$ cat src/rtl/fetch_pkg.sv
// Shared types and constants for the instruction-fetch stage.
// FETCH_MISALIGN_EN adds a misalign flag to each queue entry.
package fetch_pkg;

  localparam logic [31:0] RESET_PC_DEFAULT = 32'h0000_3000;
  localparam logic [31:0] INSTR_NOP        = 32'h0000_0000;

`ifdef FETCH_MISALIGN_EN
  localparam int ENTRY_W = 65;

  typedef struct packed {
    logic [31:0] pc;
    logic [31:0] instr;
    logic        misalign;
  } fetch_entry_t;
`else
  localparam int ENTRY_W = 64;

  typedef struct packed {
    logic [31:0] pc;
    logic [31:0] instr;
  } fetch_entry_t;
`endif

endpackage

$ cat src/rtl/fetch_if.sv
// Fetch-stage bus: redirect input, decode-side valid/ready, instruction-memory port.
// FETCH_MISALIGN_EN adds out_misalign.
interface fetch_if #(
  parameter int IM_AW = 10
);

  logic             redirect;
  logic [31:0]      redirect_pc;
  logic             out_valid;
  logic             out_ready;
  logic [31:0]      out_pc;
  logic [31:0]      out_instr;
`ifdef FETCH_MISALIGN_EN
  logic             out_misalign;
`endif
  logic             im_req;
  logic [IM_AW-1:0] im_addr;
  logic [31:0]      im_rdata;

`ifdef FETCH_MISALIGN_EN
  modport master (
    input  redirect, redirect_pc, out_ready, im_rdata,
    output out_valid, out_pc, out_instr, out_misalign, im_req, im_addr
  );
  modport slave (
    output redirect, redirect_pc, out_ready, im_rdata,
    input  out_valid, out_pc, out_instr, out_misalign, im_req, im_addr
  );
`else
  modport master (
    input  redirect, redirect_pc, out_ready, im_rdata,
    output out_valid, out_pc, out_instr, im_req, im_addr
  );
  modport slave (
    output redirect, redirect_pc, out_ready, im_rdata,
    input  out_valid, out_pc, out_instr, im_req, im_addr
  );
`endif

endinterface

$ cat src/rtl/fetch_fifo.sv
// Prefetch queue: synchronous FIFO with flush. Pointers carry an extra wrap bit
// so full/empty come from a plain pointer compare.
module fetch_fifo
  import fetch_pkg::*;
#(
  parameter  int DEPTH = 4,
  parameter  int W     = ENTRY_W,
  localparam int AW    = $clog2(DEPTH)
) (
  input  logic         clk,
  input  logic         rst,
  input  logic         flush,
  input  logic         push,
  input  logic         pop,
  input  logic [W-1:0] din,
  output logic [W-1:0] dout,
  output logic [AW:0]  count,
  output logic         empty,
  output logic         full
);

  logic [W-1:0] mem [DEPTH];
  logic [AW:0]  wr_ptr;
  logic [AW:0]  rd_ptr;
  logic         wr_en;

  assign count = wr_ptr - rd_ptr;
  assign empty = (wr_ptr == rd_ptr);
  assign full  = (wr_ptr[AW] != rd_ptr[AW]) && (wr_ptr[AW-1:0] == rd_ptr[AW-1:0]);
  assign dout  = mem[rd_ptr[AW-1:0]];
  assign wr_en = push && (flush || !full);

  // NOTE: sequential state uses non-blocking assignments so every register sees pre-edge values.
  always_ff @(posedge clk) begin
    if (rst) begin
      wr_ptr <= '0;
      rd_ptr <= '0;
    end else if (flush) begin
      // A push arriving with a flush becomes the sole surviving entry.
      rd_ptr <= '0;
      wr_ptr <= push ? (AW+1)'(1) : '0;
    end else begin
      if (wr_en)          wr_ptr <= wr_ptr + (AW+1)'(1);
      if (pop && !empty)  rd_ptr <= rd_ptr + (AW+1)'(1);
    end
  end

  // NOTE: storage is not reset; the pointers alone decide which entries are live.
  always_ff @(posedge clk) begin
    if (wr_en) mem[flush ? (AW)'(0) : wr_ptr[AW-1:0]] <= din;
  end

endmodule

$ cat src/rtl/fetch_unit.sv
// Instruction fetch with prefetch queue, credit-based issue and redirect flush.
// FETCH_MISALIGN_EN: misaligned redirect enqueues one flagged entry and idles fetch.
module fetch_unit
  import fetch_pkg::*;
#(
  parameter logic [31:0] RESET_PC = RESET_PC_DEFAULT,
  parameter int          DEPTH    = 4,
  parameter int          IM_AW    = 10
) (
  input  logic    clk,
  input  logic    rst,
  fetch_if.master bus
);

  localparam int CW = $clog2(DEPTH) + 1;

  logic [31:0]   fetch_pc;
  logic [31:0]   inflight_pc;
  logic          inflight;
  logic          issue;
  logic          push;
  logic          pop;
  logic          empty;
  logic          full;
  logic [CW-1:0] count;
  logic [CW:0]   credit_used;
  logic          idle;
  logic          bad_target;
  fetch_entry_t  push_entry;
  fetch_entry_t  head;

`ifdef FETCH_MISALIGN_EN
  assign bad_target = bus.redirect && (bus.redirect_pc[1:0] != 2'b00);

  always_ff @(posedge clk) begin
    if (rst)               idle <= 1'b0;
    else if (bus.redirect) idle <= bad_target;
  end
`else
  assign bad_target = 1'b0;
  assign idle       = 1'b0;
`endif

  // The in-flight read holds a queue slot, so a returning word always fits.
  assign credit_used = {1'b0, count} + {{CW{1'b0}}, inflight};
  assign issue = !rst && !bus.redirect && !idle && !full && (credit_used < (CW+1)'(DEPTH));
  assign push  = (inflight && !bus.redirect) || bad_target;
  assign pop   = bus.out_ready && !empty && !bus.redirect;

  always_comb begin
    // NOTE: default every field first so no path leaves push_entry unassigned (no latch).
    push_entry       = '0;
    push_entry.pc    = inflight_pc;
    push_entry.instr = bus.im_rdata;
    if (bad_target) begin
      push_entry.pc    = bus.redirect_pc;
      push_entry.instr = INSTR_NOP;
    end
`ifdef FETCH_MISALIGN_EN
    push_entry.misalign = bad_target;
`endif
  end

  always_ff @(posedge clk) begin
    if (rst) begin
      fetch_pc    <= RESET_PC;
      inflight_pc <= '0;
      inflight    <= 1'b0;
    end else if (bus.redirect) begin
      fetch_pc <= bus.redirect_pc & 32'hFFFF_FFFC;
      inflight <= 1'b0;
    end else begin
      inflight <= issue;
      if (issue) begin
        inflight_pc <= fetch_pc;
        fetch_pc    <= fetch_pc + 32'd4;
      end
    end
  end

  fetch_fifo #(
    .DEPTH (DEPTH),
    .W     (ENTRY_W)
  ) u_fifo (
    .clk   (clk),
    .rst   (rst),
    .flush (bus.redirect),
    .push  (push),
    .pop   (pop),
    .din   (push_entry),
    .dout  (head),
    .count (count),
    .empty (empty),
    .full  (full)
  );

  assign bus.im_req    = issue;
  assign bus.im_addr   = fetch_pc[IM_AW+1:2];
  assign bus.out_valid = !empty;
  assign bus.out_pc    = empty ? '0 : head.pc;
  assign bus.out_instr = empty ? '0 : head.instr;
`ifdef FETCH_MISALIGN_EN
  assign bus.out_misalign = !empty && head.misalign;
`endif

endmodule

$ cat src/flat_wrapper.sv
// flat-port wrapper written by rule: the top's interface ports become plain ports
module fetch_unit_flat import fetch_pkg::*;
#(
  parameter logic [31:0] RESET_PC = RESET_PC_DEFAULT,
  parameter int          DEPTH    = 4,
  parameter int          IM_AW    = 10
)
  (clk, rst, bus_redirect, bus_redirect_pc, bus_out_ready, bus_im_rdata, bus_out_valid, bus_out_pc, bus_out_instr, bus_im_req, bus_im_addr);
  fetch_if #(.IM_AW(IM_AW)) bus_i ();
  input  logic clk;
  input  logic rst;
  input wire logic [$bits(bus_i.redirect)-1:0] bus_redirect;
  input wire logic [$bits(bus_i.redirect_pc)-1:0] bus_redirect_pc;
  input wire logic [$bits(bus_i.out_ready)-1:0] bus_out_ready;
  input wire logic [$bits(bus_i.im_rdata)-1:0] bus_im_rdata;
  output wire logic [$bits(bus_i.out_valid)-1:0] bus_out_valid;
  output wire logic [$bits(bus_i.out_pc)-1:0] bus_out_pc;
  output wire logic [$bits(bus_i.out_instr)-1:0] bus_out_instr;
  output wire logic [$bits(bus_i.im_req)-1:0] bus_im_req;
  output wire logic [$bits(bus_i.im_addr)-1:0] bus_im_addr;
  assign bus_i.redirect = bus_redirect;
  assign bus_i.redirect_pc = bus_redirect_pc;
  assign bus_i.out_ready = bus_out_ready;
  assign bus_i.im_rdata = bus_im_rdata;
  assign bus_out_valid = bus_i.out_valid;
  assign bus_out_pc = bus_i.out_pc;
  assign bus_out_instr = bus_i.out_instr;
  assign bus_im_req = bus_i.im_req;
  assign bus_im_addr = bus_i.im_addr;
  fetch_unit #(.RESET_PC(RESET_PC), .DEPTH(DEPTH), .IM_AW(IM_AW)) u_core (.clk(clk), .rst(rst), .bus(bus_i));
endmodule
$ cat config.mk
export PLATFORM = sky130hd
export DESIGN_NAME = fetch_unit_flat
export DESIGN_NICKNAME = d
export VERILOG_FILES = /design/src/rtl/fetch_pkg.sv /design/src/rtl/fetch_if.sv /design/src/rtl/fetch_fifo.sv /design/src/rtl/fetch_unit.sv /design/src/flat_wrapper.sv
export SDC_FILE = /design/constraint.sdc
export NUM_CORES = 1
export LEC_CHECK = 0
export ABC_AREA = 1
export CAP_MARGIN = 30
export CORE_AREA = 2 2 177 136
export CTS_BUF_LIST = sky130_fd_sc_hd__clkbuf_2
export DETAILED_ROUTE_END_ITERATION = 16
export DIE_AREA = 0 0 179 138
export PLACE_DENSITY = 0.93
export SETUP_SLACK_MARGIN = 0.05
export SYNTH_ARGS = -nofsm -noshare
export SYNTH_HDL_FRONTEND = slang
export SYNTH_SLANG_ARGS = --single-unit
$ cat constraint.sdc
create_clock -name clk -period 11.2 [get_ports clk]
set_input_delay 2.24 -clock clk [delete_from_list [all_inputs] [get_ports clk]]
set_output_delay 2.24 -clock clk [all_outputs]
set_load 0.05 [all_outputs]
* After elaboration in Yosys (flattened, before gate mapping)
Memory sizes are Yosys's and may differ from the RTL's. A register that Yosys moved wholly into a read port is not among the register bits.
Cells that the tools add are included.
** Word-level totals
- Flip-flop bits (word level) :: 71
- Memory bits (writable) :: 256
- Input port bits :: 68
- Memories kept :: 1
** Memories
- u_core.u_fifo.mem :: depth 4, width 64, rd ports 1, clocked after memory_dff 1, wr ports 1, RTL line fetch_fifo.sv:22 : logic [W-1:0] mem [DEPTH];
** Operators by class
- Add/sub/neg operators :: 5
- Order comparisons :: 1
- Equal/unequal tests :: 3
- Multiplexer cells :: 12
- Bitwise operators :: 1
- Reduce and logical (&&, ||, !) cells :: 18
** Operators with widths (number)
- $mux W32 :: 4
- $add A32 B3 Y32 const B :: 1
- $logic_and A1 B1 Y1 :: 9
- $add A3 B1 Y3 const B :: 2
- $mux W2 :: 3
- $mux W3 :: 2
- $add A3 B1 Y4 :: 1
- $logic_not A1 Y1 :: 4
- $lt A4 B3 Y1 const B :: 1
- $reduce_bool A2 Y1 :: 2
- $eq A3 B3 Y1 :: 1
- $mux W1 :: 3
- $sub A3 B3 Y3 :: 1
- $eq A2 B2 Y1 :: 1
- $reduce_and A2 Y1 :: 1
- $reduce_or A2 Y1 :: 1
- $logic_or A1 B1 Y1 :: 1
- $ne A1 B1 Y1 :: 1
- $not A1 Y1 :: 1

* Longest topological paths before layout
- Depth after elaboration :: 7
- Mapped depth :: 13
- Mapped depth without buffers :: 12

* Modules after synthesis
From an unflattened synthesis, not the netlist that was laid out.
** Unflattened totals
- Cells, all modules :: 1332
- Area total of the unflattened synthesis :: 13808.2 sq um
** Modules (own cells, without submodules)
- fetch_fifo :: instances 1, cells each 688, area an instance 9987.1 sq um, seq. area each 7847.5 sq um
- fetch_unit :: instances 1, cells each 644, area an instance 3821.2 sq um, seq. area each 1221.2 sq um

* Least setup slack after synthesis
Ideal clock, no wire load.
- Kind :: input-to-reg
- Start point :: input port bus_redirect
- End point :: memory u_core.u_fifo.mem[3][0] in the netlist's numbering (enable)
- Library setup time :: 0.635 ns
- Data arrival time :: 8.599 ns
- Data required time :: 10.565 ns
- Slack :: 1.966 ns
- Stages :: 5
- Buffers on the path :: 2
- Path through :: buf_6 inv_1 buf_2 nand2_1 nor4_1
** Between the ends
- Longest elaborated chain between the ends :: 5
- Elaborated cells between the ends (all ways) :: 7
- Classes of those cells :: 3 x mux; 4 x reduce/logical
** RTL lines
- start: declaration :: RTL line flat_wrapper.sv:12 : input wire logic [$bits(bus_i.redirect)-1:0] bus_redirect;
- $logic_not A1 Y1 :: RTL line fetch_unit.sv:47 : assign push = (inflight && !bus.redirect) || bad_target;
- $logic_and A1 B1 Y1 :: RTL line fetch_unit.sv:47
- $logic_and A1 B1 Y1 :: RTL line fetch_fifo.sv:31 : assign wr_en = push && (flush || !full);
- $mux W1 (2 in a row) :: RTL line fetch_fifo.sv:50 : if (wr_en) mem[flush ? (AW)'(0) : wr_ptr[AW-1:0]] <= din;
- end: declaration :: RTL line fetch_fifo.sv:22
Parallel ways exist; a longest one is shown, timed or not.

* Final worst setup path
- Start point :: input port bus_redirect
- End point :: output port bus_im_req
** Between the ends
- Longest elaborated chain between the ends :: 4
** RTL lines
- $logic_not A1 Y1 :: RTL line fetch_unit.sv:46 : assign issue = !rst && !bus.redirect && !idle && !full && (credit_used < (CW+1)'(DEPTH));
- $logic_and A1 B1 Y1 (3 in a row) :: RTL line fetch_unit.sv:46
- end: declaration :: RTL line flat_wrapper.sv:19 : output wire logic [$bits(bus_i.im_req)-1:0] bus_im_req;
Every way passes these cells.

==> metrics.yaml <==
status:
  status: "finished clean"
worst_setup_path:
  crit_chain: "clkdlybuf4s50_1 > buf_4 > nor2_8 > o21ai_2 > inv_2 > nand2_2 > nor2_8 > clkdlybuf4s50_1"
  crit_buf_inv: 4
  crit_slowest_cell: "clkdlybuf4s50_1"
  cp_max_fo: 63
  crit_path_start: "bus_redirect"
  endpoint_kind: "primary output"
  crit_arrival_ps: 4910
  slowest_delay_ps: 950
  reg2reg_from: "u_core.u_fifo.wr_ptr[0]$_SDFFE_PP0P_"
  start_kind: "primary input"
  required_ps: 8960
  cp_top_family: "buffers and inverters"
  crit_type: "primary input to primary output"
sta:
  fin_crit_sh_pct: 63.8
  tns_ps: 0
  skew_ps: 31.8
  worst_slew_pin_slew_ps: 944
  min_period_ps: 7150
  relSlewSlack_pct: 37.0
  fmaxAchievable_mhz: 140
  rsz0062_at_grt: "false"
  setup_viol: 0
  slew_violations: 0
  hold_viol_final: 0
clocking:
  cts-root-buf: "clkbuf_2"
  post-cts-setup-buffers: 0
  cts_buffers: 73
  htreeDepth: 3
  clockBufferDepth: 3
  cts_resized: 0
  path_clk_slew_ps: 90
  numClockSinks: 317
  clkLatencyLatePin_ps: 820
  tritoncts: "yes"
  hold_buffers: 0
placed_design:
  dp_cells: 1690
  place_hpwl_um: 17600
  place_congestion: 0.890
  io_buffers: 139
die:
  initial_core_util_pct: 57.5
  fp.coreArea_mm2: 0.0232
  fp.dieH_um: 138
  die_w_um: 179
  die-area_mm2: 0.0247
  rows: 49
  ios: 144
cells_and_area:
  layout_common_cells: "336 x nor2_1, 248 x edfxtp_1, 164 x nand2_1, 157 x o21ai_0, 139 x clkdlybuf4s50_1"
  nNetsFinal: 1533
  antenna_cells: 0
  layout-drive-gt1-share_pct: 10.8
  area_growth_pct: 16.4
  layout_commonest_cell: "nor2_1"
  fin_util_pct: 66.9
  layout.cells.non_filler: 1819
grt:
  grt_pass1_wl_um: 46300
  grt_max_degree: 77
  track_usage_pct: 23.8
  antenna_found_initial: 0
  grt_pass1_vias: 9465
  grt_overflow_total: 0
route:
  drtIter0Drc: 970
  drt-vias-per-instance: 5.53
  final_antenna_net_count: 0
  drcViolationCount: 0
  wl_per_cell_um: 16.5
  dr.pass1.iters: 7
  vias: 10100
  routed_wl_um: 30000
logic_synthesis:
  syn_inst: 1313
  synth.distinct_cells: 35
  ys_seq_area_share_pct: 66.1
  ys_warn_count: 0
  syn_area_mm2: 0.0134
  synth-seq-cells: 317
  postSynthAreaPerCell_um2: 10.2
min_path:
  hp-class: "flop to flop"
  hp-start: "u_core.u_fifo.wr_ptr[2]$_SDFFE_PP0P_"
power:
  p_leak_uw: 0.00562
  irDropWorstVdd_uv: 76.6
  power_density_mw_per_mm2: 145
  power.total_uw: 2260
flow_run:
  drv_cap: 0
-- metal layers --
| metal | routed length [um] | vias up | GRT usage, % |
|---|---|---|---|
| met2 | 14400 | 488 | 37.7 |
| met3 | 2860 | 31 | 5.94 |
| li1 | - | 4786 | - |
| met5 | 0 | - | 0 |
| met4 | 317 | 0 | 8.26 |
| met1 | 12400 | 4754 | 32.4 |
-- kinds of logic (layout without fill, tap and decap cells) --
family          count (synthesis)  after routing  share of synthesized area (%)
compound gates                272            272                           10.3
xor+xnor                       12             12                          0.787
fa+ha+maj                       6              6                          0.618
buf+inv                       130            329                           4.44
flops                         317            317                           66.1
other cells                     1              2                         0.0281
simple gates                  575            575                           17.7
-- per-stage QoR --
| stage | setup slack (ps) | area [um2] | hold WS [ps] |
|---|---|---|---|
| after global routing | 3920 | 15600 | 504 |
| final | 4050 | 15600 | 510 |
| after CTS | 4060 | 15600 | 500 |
| after detailed placement | 4060 | 14800 | 493 |
| after global placement | 4110 | 14800 | 477 |
| after floorplan | 1970 | 13400 | 455 |
-- sequential cells by signal (all words and copies together), names as in the netlist, named ones only --
name / flops
u_core.inflight_pc: 30
u_core.fetch_pc: 30
u_core.u_fifo.mem: 248
u_core.inflight: 1
u_core.u_fifo.rd_ptr: 3
u_core.u_fifo.wr_ptr: 3
-- cell type report --
type	count	area, um2
Clock buffer	106	531
Clock inverter	23	179
Fill cell	1673	7680
Inverter	50	188
Multi-Input combinational cell	867	3960
Sequential cell	317	8830
Tap cell	306	383
Timing Repair Buffer	150	1470
-- worst min-delay path, stage by stage, from the launching register on --
cell and delay, ps:
dfxtp_1 340, inv_2 70, a21oi_1 60
-- cells in the mapped netlist, drive strengths merged --
| master | instances | area, um2 |
|---|---|---|
| nor3 | 1 | 5.00 |
| edfxtp | 248 | 7450 |
| dfxtp | 69 | 1380 |
| nor4 | 1 | 6.26 |
| inv | 49 | 184 |
| clkinv | 1 | 3.75 |
| clkbuf | 45 | 169 |
| o21ai | 163 | 820 |
| ha | 5 | 62.6 |
| nand3 | 42 | 228 |
| a21oi | 102 | 510 |
| a31oi | 3 | 18.8 |
| nand3b | 6 | 45.0 |
| nor2 | 351 | 1400 |
| xnor2 | 3 | 26.3 |
| fa | 1 | 20.0 |
| xor2 | 9 | 78.8 |
| buf | 35 | 236 |
| a21boi | 2 | 15.0 |
| conb | 1 | 3.75 |
| o211ai | 2 | 15.0 |
| nand4 | 2 | 12.5 |
| nand2 | 172 | 671 |
-- power by group --
part / leakage, uW / switching, uW / internal [uW]
Sequential: 0.00286 / 26.0 / 1290
Combinational: 0.00225 / 120 / 65.7
Clock: 0.000518 / 430 / 323
Total: 0.00562 / 576 / 1680
-- worst paths after layout --
kind / endpoint / slack (ps) / cells after the start
worst min register to register: u_core.u_fifo.wr_ptr[2]$_SDFFE_PP0P_ / 510 / 2
worst max-delay path: bus_im_req / 4050 / 8
worst max register to register: u_core.u_fifo.mem[0][3]$_DFFE_PP_ / 8470 / 8
worst min-delay path: u_core.u_fifo.wr_ptr[2]$_SDFFE_PP0P_ / 510 / 2
No activity file was read; power rests on OpenSTA's default activity.
